<file path="src/rtl/wb_master_pkg.sv">
// Shared types and constants for the Wishbone command master.
// Bus widths, FSM state encoding and response error codes.

package wb_master_pkg;

    localparam int unsigned WB_ADR_W = 32;
    localparam int unsigned WB_DAT_W = 32;
    localparam int unsigned WB_SEL_W = 4;

    localparam logic RSP_ERR_NONE    = 1'b0;
    localparam logic RSP_ERR_TIMEOUT = 1'b1;

    typedef enum logic [1:0] {
        StIdle,
        StBus,
        StResp
    } wb_state_e;

endpackage

</file>
<file path="src/rtl/wb_timeout_cnt.sv">
// Strobe-without-ACK watchdog counter for wb_cmd_master.
// Compiled only when WB_CMD_MASTER_TIMEOUT_EN is defined, since it is only instantiated then.

`ifdef WB_CMD_MASTER_TIMEOUT_EN
module wb_timeout_cnt #(
    parameter int unsigned TIMEOUT_CYCLES = 255
) (
    input  logic clk_i,
    input  logic rst_i,
    input  logic clr_i,
    input  logic en_i,
    output logic expired_o
);

    localparam int unsigned CntW = $clog2(TIMEOUT_CYCLES + 1);
    localparam logic [CntW-1:0] CntLast = CntW'(TIMEOUT_CYCLES - 1);

    logic [CntW-1:0] cnt_q, cnt_d;
    logic            at_last;

    assign at_last   = (cnt_q == CntLast);
    assign expired_o = en_i && at_last;

    always_comb begin
        cnt_d = cnt_q;
        if (clr_i) begin
            cnt_d = '0;
        end else if (en_i && !at_last) begin
            cnt_d = cnt_q + CntW'(1);
        end
    end

    always_ff @(posedge clk_i) begin
        if (rst_i) begin
            cnt_q <= '0;
        end else begin
            cnt_q <= cnt_d;
        end
    end

endmodule
`endif

</file>
<file path="src/rtl/wb_cmd_master.sv">
// Wishbone classic single-cycle master driven by a valid/ready command stream.
// Optional strobe timeout enabled by defining WB_CMD_MASTER_TIMEOUT_EN.

module wb_cmd_master
    import wb_master_pkg::*;
#(
    parameter int unsigned TIMEOUT_CYCLES = 255
) (
    input  logic                wb_clk_i,
    input  logic                wb_rst_i,

    input  logic                cmd_valid,
    output logic                cmd_ready,
    input  logic                cmd_we,
    input  logic [WB_ADR_W-1:0] cmd_adr,
    input  logic [WB_DAT_W-1:0] cmd_dat,
    input  logic [WB_SEL_W-1:0] cmd_sel,

    output logic                rsp_valid,
    input  logic                rsp_ready,
    output logic [WB_DAT_W-1:0] rsp_dat,
    output logic                rsp_err,

    output logic                wbm_cyc_o,
    output logic                wbm_stb_o,
    output logic                wbm_we_o,
    output logic [WB_ADR_W-1:0] wbm_adr_o,
    output logic [WB_DAT_W-1:0] wbm_dat_o,
    output logic [WB_SEL_W-1:0] wbm_sel_o,
    input  logic                wbm_ack_i,
    input  logic [WB_DAT_W-1:0] wbm_dat_i
);

    wb_state_e           state_q, state_d;
    logic                ready_q, ready_d;
    logic                we_q, we_d;
    logic [WB_ADR_W-1:0] adr_q, adr_d;
    logic [WB_DAT_W-1:0] dat_q, dat_d;
    logic [WB_SEL_W-1:0] sel_q, sel_d;
    logic [WB_DAT_W-1:0] rsp_dat_q, rsp_dat_d;
    logic                rsp_err_q, rsp_err_d;

    logic bus_active;
    logic bus_idle;
    logic tmo_expired;

    assign bus_active = (state_q == StBus);
    assign bus_idle   = !bus_active;

`ifdef WB_CMD_MASTER_TIMEOUT_EN
    wb_timeout_cnt #(
        .TIMEOUT_CYCLES(TIMEOUT_CYCLES)
    ) u_timeout_cnt (
        .clk_i    (wb_clk_i),
        .rst_i    (wb_rst_i),
        .clr_i    (bus_idle),
        .en_i     (bus_active),
        .expired_o(tmo_expired)
    );
`else
    logic unused_timeout_cycles;
    assign unused_timeout_cycles = ^TIMEOUT_CYCLES ^ bus_idle;
    assign tmo_expired = 1'b0;
`endif

    always_comb begin
        state_d   = state_q;
        we_d      = we_q;
        adr_d     = adr_q;
        dat_d     = dat_q;
        sel_d     = sel_q;
        rsp_dat_d = rsp_dat_q;
        rsp_err_d = rsp_err_q;

        unique case (state_q)
            StIdle: begin
                // ready_q is low for the first cycle after reset, holding off commands.
                if (cmd_valid && ready_q) begin
                    we_d    = cmd_we;
                    adr_d   = cmd_adr;
                    dat_d   = cmd_dat;
                    sel_d   = cmd_sel;
                    state_d = StBus;
                end
            end
            StBus: begin
                // ACK takes priority over an expiry sampled on the same edge.
                if (wbm_ack_i) begin
                    rsp_dat_d = we_q ? '0 : wbm_dat_i;
                    rsp_err_d = RSP_ERR_NONE;
                    state_d   = StResp;
                end else if (tmo_expired) begin
                    rsp_dat_d = '0;
                    rsp_err_d = RSP_ERR_TIMEOUT;
                    state_d   = StResp;
                end
            end
            StResp: begin
                if (rsp_ready) begin
                    state_d = StIdle;
                end
            end
            default: begin
                state_d = StIdle;
            end
        endcase

        ready_d = (state_d == StIdle);
    end

    always_ff @(posedge wb_clk_i) begin
        if (wb_rst_i) begin
            state_q   <= StIdle;
            ready_q   <= 1'b0;
            we_q      <= 1'b0;
            adr_q     <= '0;
            dat_q     <= '0;
            sel_q     <= '0;
            rsp_dat_q <= '0;
            rsp_err_q <= RSP_ERR_NONE;
        end else begin
            state_q   <= state_d;
            ready_q   <= ready_d;
            we_q      <= we_d;
            adr_q     <= adr_d;
            dat_q     <= dat_d;
            sel_q     <= sel_d;
            rsp_dat_q <= rsp_dat_d;
            rsp_err_q <= rsp_err_d;
        end
    end

    assign cmd_ready = ready_q;
    assign rsp_valid = (state_q == StResp);
    assign rsp_dat   = rsp_dat_q;
    assign rsp_err   = rsp_err_q;

    assign wbm_cyc_o = bus_active;
    assign wbm_stb_o = bus_active;
    assign wbm_we_o  = we_q;
    assign wbm_adr_o = adr_q;
    assign wbm_dat_o = dat_q;
    assign wbm_sel_o = sel_q;

endmodule

</file>
<file path="config.mk">
export PLATFORM = sky130hd
export DESIGN_NAME = wb_cmd_master
export DESIGN_NICKNAME = d
export VERILOG_FILES = /design/src/rtl/wb_master_pkg.sv /design/src/rtl/wb_timeout_cnt.sv /design/src/rtl/wb_cmd_master.sv
export SDC_FILE = /design/constraint.sdc
export NUM_CORES = 1
export LEC_CHECK = 0
export CORE_UTILIZATION = 42
export CTS_CLUSTER_SIZE = 30
export DETAILED_ROUTE_END_ITERATION = 10
export GPL_ROUTABILITY_DRIVEN = 0
export GPL_TIMING_DRIVEN = 0
export MAX_ROUTING_LAYER = met4
export PLACE_DENSITY_LB_ADDON = 0.15
export SLEW_MARGIN = 20
export SYNTH_ARGS = -nofsm -noshare
export SYNTH_HDL_FRONTEND = slang
export SYNTH_SLANG_ARGS = --single-unit
</file>
<file path="constraint.sdc">
create_clock -name wb_clk_i -period 1.4 [get_ports wb_clk_i]
set_input_delay 0.14 -clock wb_clk_i [delete_from_list [all_inputs] [get_ports wb_clk_i]]
set_output_delay 0.14 -clock wb_clk_i [all_outputs]
set_load 0.03 [all_outputs]
</file>
======== Word level (Yosys, flattened, before mapping) ========
Cells that the tools add are included.
cells by class
  equality and inequality tests ........... 2
  multiplexer cells ....................... 5
  reduce and logical (&&, ||, !) cells .... 5
operators with widths
  kind                count
  $mux 32             1
  $mux 2              3
  $pmux 2 s3          1
  $logic_not 2->1     2
  $reduce_and 2->1    2
  $eq 2x1->1 const B  1
  $eq 2x2->1 const B  1
  $logic_and 1x1->1   1
storage, ports and cells
  register bits ........................... 104
  input port bits ......................... 106
  output and inout port bits .............. 106
  word-level logic and storage cells ...... 19

======== Logic depth before layout (Yosys ltp) ========
  word-level depth ........................ 4
  depth in mapped cells ................... 4
  mapped depth without buffers ............ 2

======== Worst setup path after synthesis ========
OpenSTA, ideal clock, no wires.
  kind .................................... flip-flop to output port
  start ................................... register state_q[0]
  end ..................................... output port wbm_stb_o
  arrival time ............................ 1.182 ns
  data required time ...................... 1.260 ns
  slack ................................... 0.078 ns
  stages on the path, launching flop included .. 3
  buffers on the path ..................... 1
  cell sequence ........................... dfxtp_1 -> nor2b_1 -> buf_4
on the way
  cells in the longest elaborated chain, start to end .. 1
RTL lines
  item                      RTL line              source
  start: declaration        wb_cmd_master.sv:34   wb_state_e state_q, state_d;
  start signal: assignment  wb_cmd_master.sv:113  state_q <= StIdle;
  start signal: assignment  wb_cmd_master.sv:122  state_q <= state_d;
  $eq 2x1->1                wb_cmd_master.sv:47   assign bus_active = (state_q == StBus);
  end: declaration          wb_cmd_master.sv:25   output logic wbm_stb_o,
Every way passes these cells.

======== Worst setup path after layout ========
  start ................................... register we_q, in the netlist wbm_we_o
  end ..................................... output port wbm_we_o
RTL lines
  item                      RTL line              source
  start: declaration        wb_cmd_master.sv:36   logic we_q, we_d;
  start signal: assignment  wb_cmd_master.sv:124  we_q <= we_d;
  end: declaration          wb_cmd_master.sv:26   output logic wbm_we_o,
No word-level cell between the ends.

==> run_results.csv <==
group,metric,value,unit
outcome,outcome,"complete, no violations",
routing,drt-initial-drc-count,161,
global_route,grt_pass1_vias,4010,
timing,fin_crit_sh,95.8,%
timing,min_period,1.34,ns
setup_path,crit_buf_inv,1,
yosys,yosys_warnings,0,
routing,postRouteAntennaNets,0,
placed_design,place_ws,-0.236,ns
finish,final_common_cell,"nand2b_1",
global_route,overflow,0,
timing,skew,0.00501,ns
setup_path,crit_type,"reg2out",
finish,area.growth.synth_to_final,52.3,%
yosys,synth_cells,457,
finish,drive_gt1_share,10.7,%
yosys,synth-async-reset-ratio,0,%
yosys,synth.net_count,563,
floorplanning,die_h,108,microns
timing,hold_viol,0,
global_route,antenna_found_initial,0,
setup_path,cp.arrival,1.20,ns
routing,vias,3886,
placed_design,hpwl,9370,microns
routing,wl,12500,microns
timing,fmax,746,MHz
setup_path,cp_cell_sequence,"clkdlybuf4s15_1",
power,p_leak,3.08,nW
floorplanning,rows,38,
hold_path,holdPathStages,2,
global_route,grt_max_degree,16,
clocking,cts_buffer_depth,2,
floorplanning,initial_core_util,43.4,%
setup_path,cpPeakStageDelay,0.44,ns
routing,drcViolationCount,0,
yosys,yosys_register_bits,104,
yosys,syn_avg_cell_area,10.4,sq um
clocking,htree_levels,3,
timing,rsz0062_at_grt,"false",
timing,timing.final.max_slew_violations,0,
clocking,clk_pin_slew,0.06,ns
placed_design,io_buffers,209,
yosys,synth_area,0.00475,sq mm
setup_path,slowest_stage,"dfxtp_1",
placed_design,placed_cells,806,
routing,viasPerCell,4.73,
routing,dr.pass1.iters,4,
clocking,clkLatencyLatePin,0.34,ns
yosys,synth_edf_count,0,
setup_path,start_kind,"register",
global_route,grtUsageTotal,22.1,%
routing,post_drt_wl_per_cell,15.2,microns
floorplanning,boundaryPins,212,
power,vdd_drop_max,0.000732,V
global_route,grt_pass1_wl,19400,microns
setup_path,cp_max_fo,7,
clocking,clock-root-buffer,"clkbuf_16",
setup_path,ff2ff_path_depth,4,
setup_path,r2r_slack,0.08,ns
setup_path,path_depth,1,
finish,layout.nets,783,
setup_path,critPathRequiredTime,1.26,ns
setup_path,end_kind,"output port",
setup_path,cpLargestDelayFamily,"flip-flops",
hold_path,holdCritPathClass,"in2reg",
timing,layout_setup_ws,0.0587,ns
yosys,seq_area_frac_synth,43.8,%
clocking,cts_made_buffers,9,
timing,report.final.setup_viol,0,
finish,finalNonFillerCells,822,
finish,layout_common_cells,"nand2b_1 (170), clkdlybuf4s50_1 (104), dfxtp_1 (102)",
finish,n_antenna_cell,0,
timing,fin_setup_tns,0,ns
timing,whs,0.209,ns
floorplanning,core,0.0109,sq mm
floorplanning,die_w,108,microns
clocking,cts_tree,"yes",
yosys,synth_cell_types,17,
run,cap_violations,0,
floorplanning,die_area,0.0117,sq mm
yosys,dominantRegCellSynth,"dfxtp_1",
clocking,cts_sinks,104,
power,power.density,1020,mW/mm^2
per-layer routing:
metal	track usage, %	vias to the layer above	part of all wire [%]
met3	3.74	18	6.0
met1	25.9	1800	43
met4	9.56	0	2.5
met5	-	-	0
li1	-	1936	-
met2	37.2	132	49
per-stage QoR:
| step | cell area (sq um) | util (%) | power [mW] |
|---|---|---|---|
| after global placement | 7020 | 64.2 | 4.71 |
| after floorplan | 4750 | - | 4.04 |
| after detailed placement | 7020 | 64.2 | 4.74 |
| after global routing | 7240 | 66.2 | 7.61 |
| final | 7240 | 66.2 | 7.35 |
| after CTS | 7230 | 66.1 | 7.42 |
path summary, 6_finish.rpt:
| path | start | to |
|---|---|---|
| max | wbm_we_o | wbm_we_o |
| min | wb_rst_i | state_q[1] |
| max reg2reg | state_q[1] | wbm_dat_o[8] |
| min reg2reg | rsp_dat[2] | rsp_dat[2] |
where the power goes:
part / internal, mW / switching [mW]
combinational: 0.714 / 0.679
sequential: 3.10 / 0.0748
clock: 1.72 / 1.07
synth_stat cells (all sizes together) (2+ instances only):
cell / number / area [sq um]
buf: 16 / 143
or3b: 33 / 289
mux2i: 101 / 1010
nor2b: 2 / 12.5
clkbuf: 23 / 86.3
dfxtp: 104 / 2080
nand2b: 170 / 1060
timing repair:
item,in CTS,in global routing
hold buffers,0,0
endpoints found under the setup margin,105,21
buffers inserted,0,0
endpoints found under the hold margin,0,0
resized for setup,115,7
state kept, by name, summed over array words and instances, names as in the netlist:
signal and count:
wbm_we_o 1, wbm_dat_o 32, wbm_adr_o 32, cmd_ready 1
state_q 2, rsp_dat 32, wbm_sel_o 4
cells by family (layout without fill, tap and decap cells):
group                  count (synthesis)  in the layout  synth area share [%]
AND/OR/NAND/NOR                      210            210                  29.7
buffers and inverters                 39            264                  4.82
flip-flops                           104            104                  43.8
other                                  1              1                0.0789
AO/OA/AOI/OAI                          2              2                 0.316
multiplexers                         101            101                  21.3
area by class of cell:
class	count	area (sq um)
Tap cell	140	175
Clock buffer	14	274
Multi-Input combinational cell	314	2450
Fill cell	937	3700
Clock inverter	2	60.1
Timing Repair Buffer	209	1960
Buffer	39	235
Sequential cell	104	2080
worst register-to-register path, delay by kind of cell (launching register included):
kind / cells / cell delay [ns]
flops: 1 / 0.36
buf+inv: 2 / 0.35
simple gates: 1 / 0.31
mux: 1 / 0.23
No activity file was read; power rests on OpenSTA's default activity.
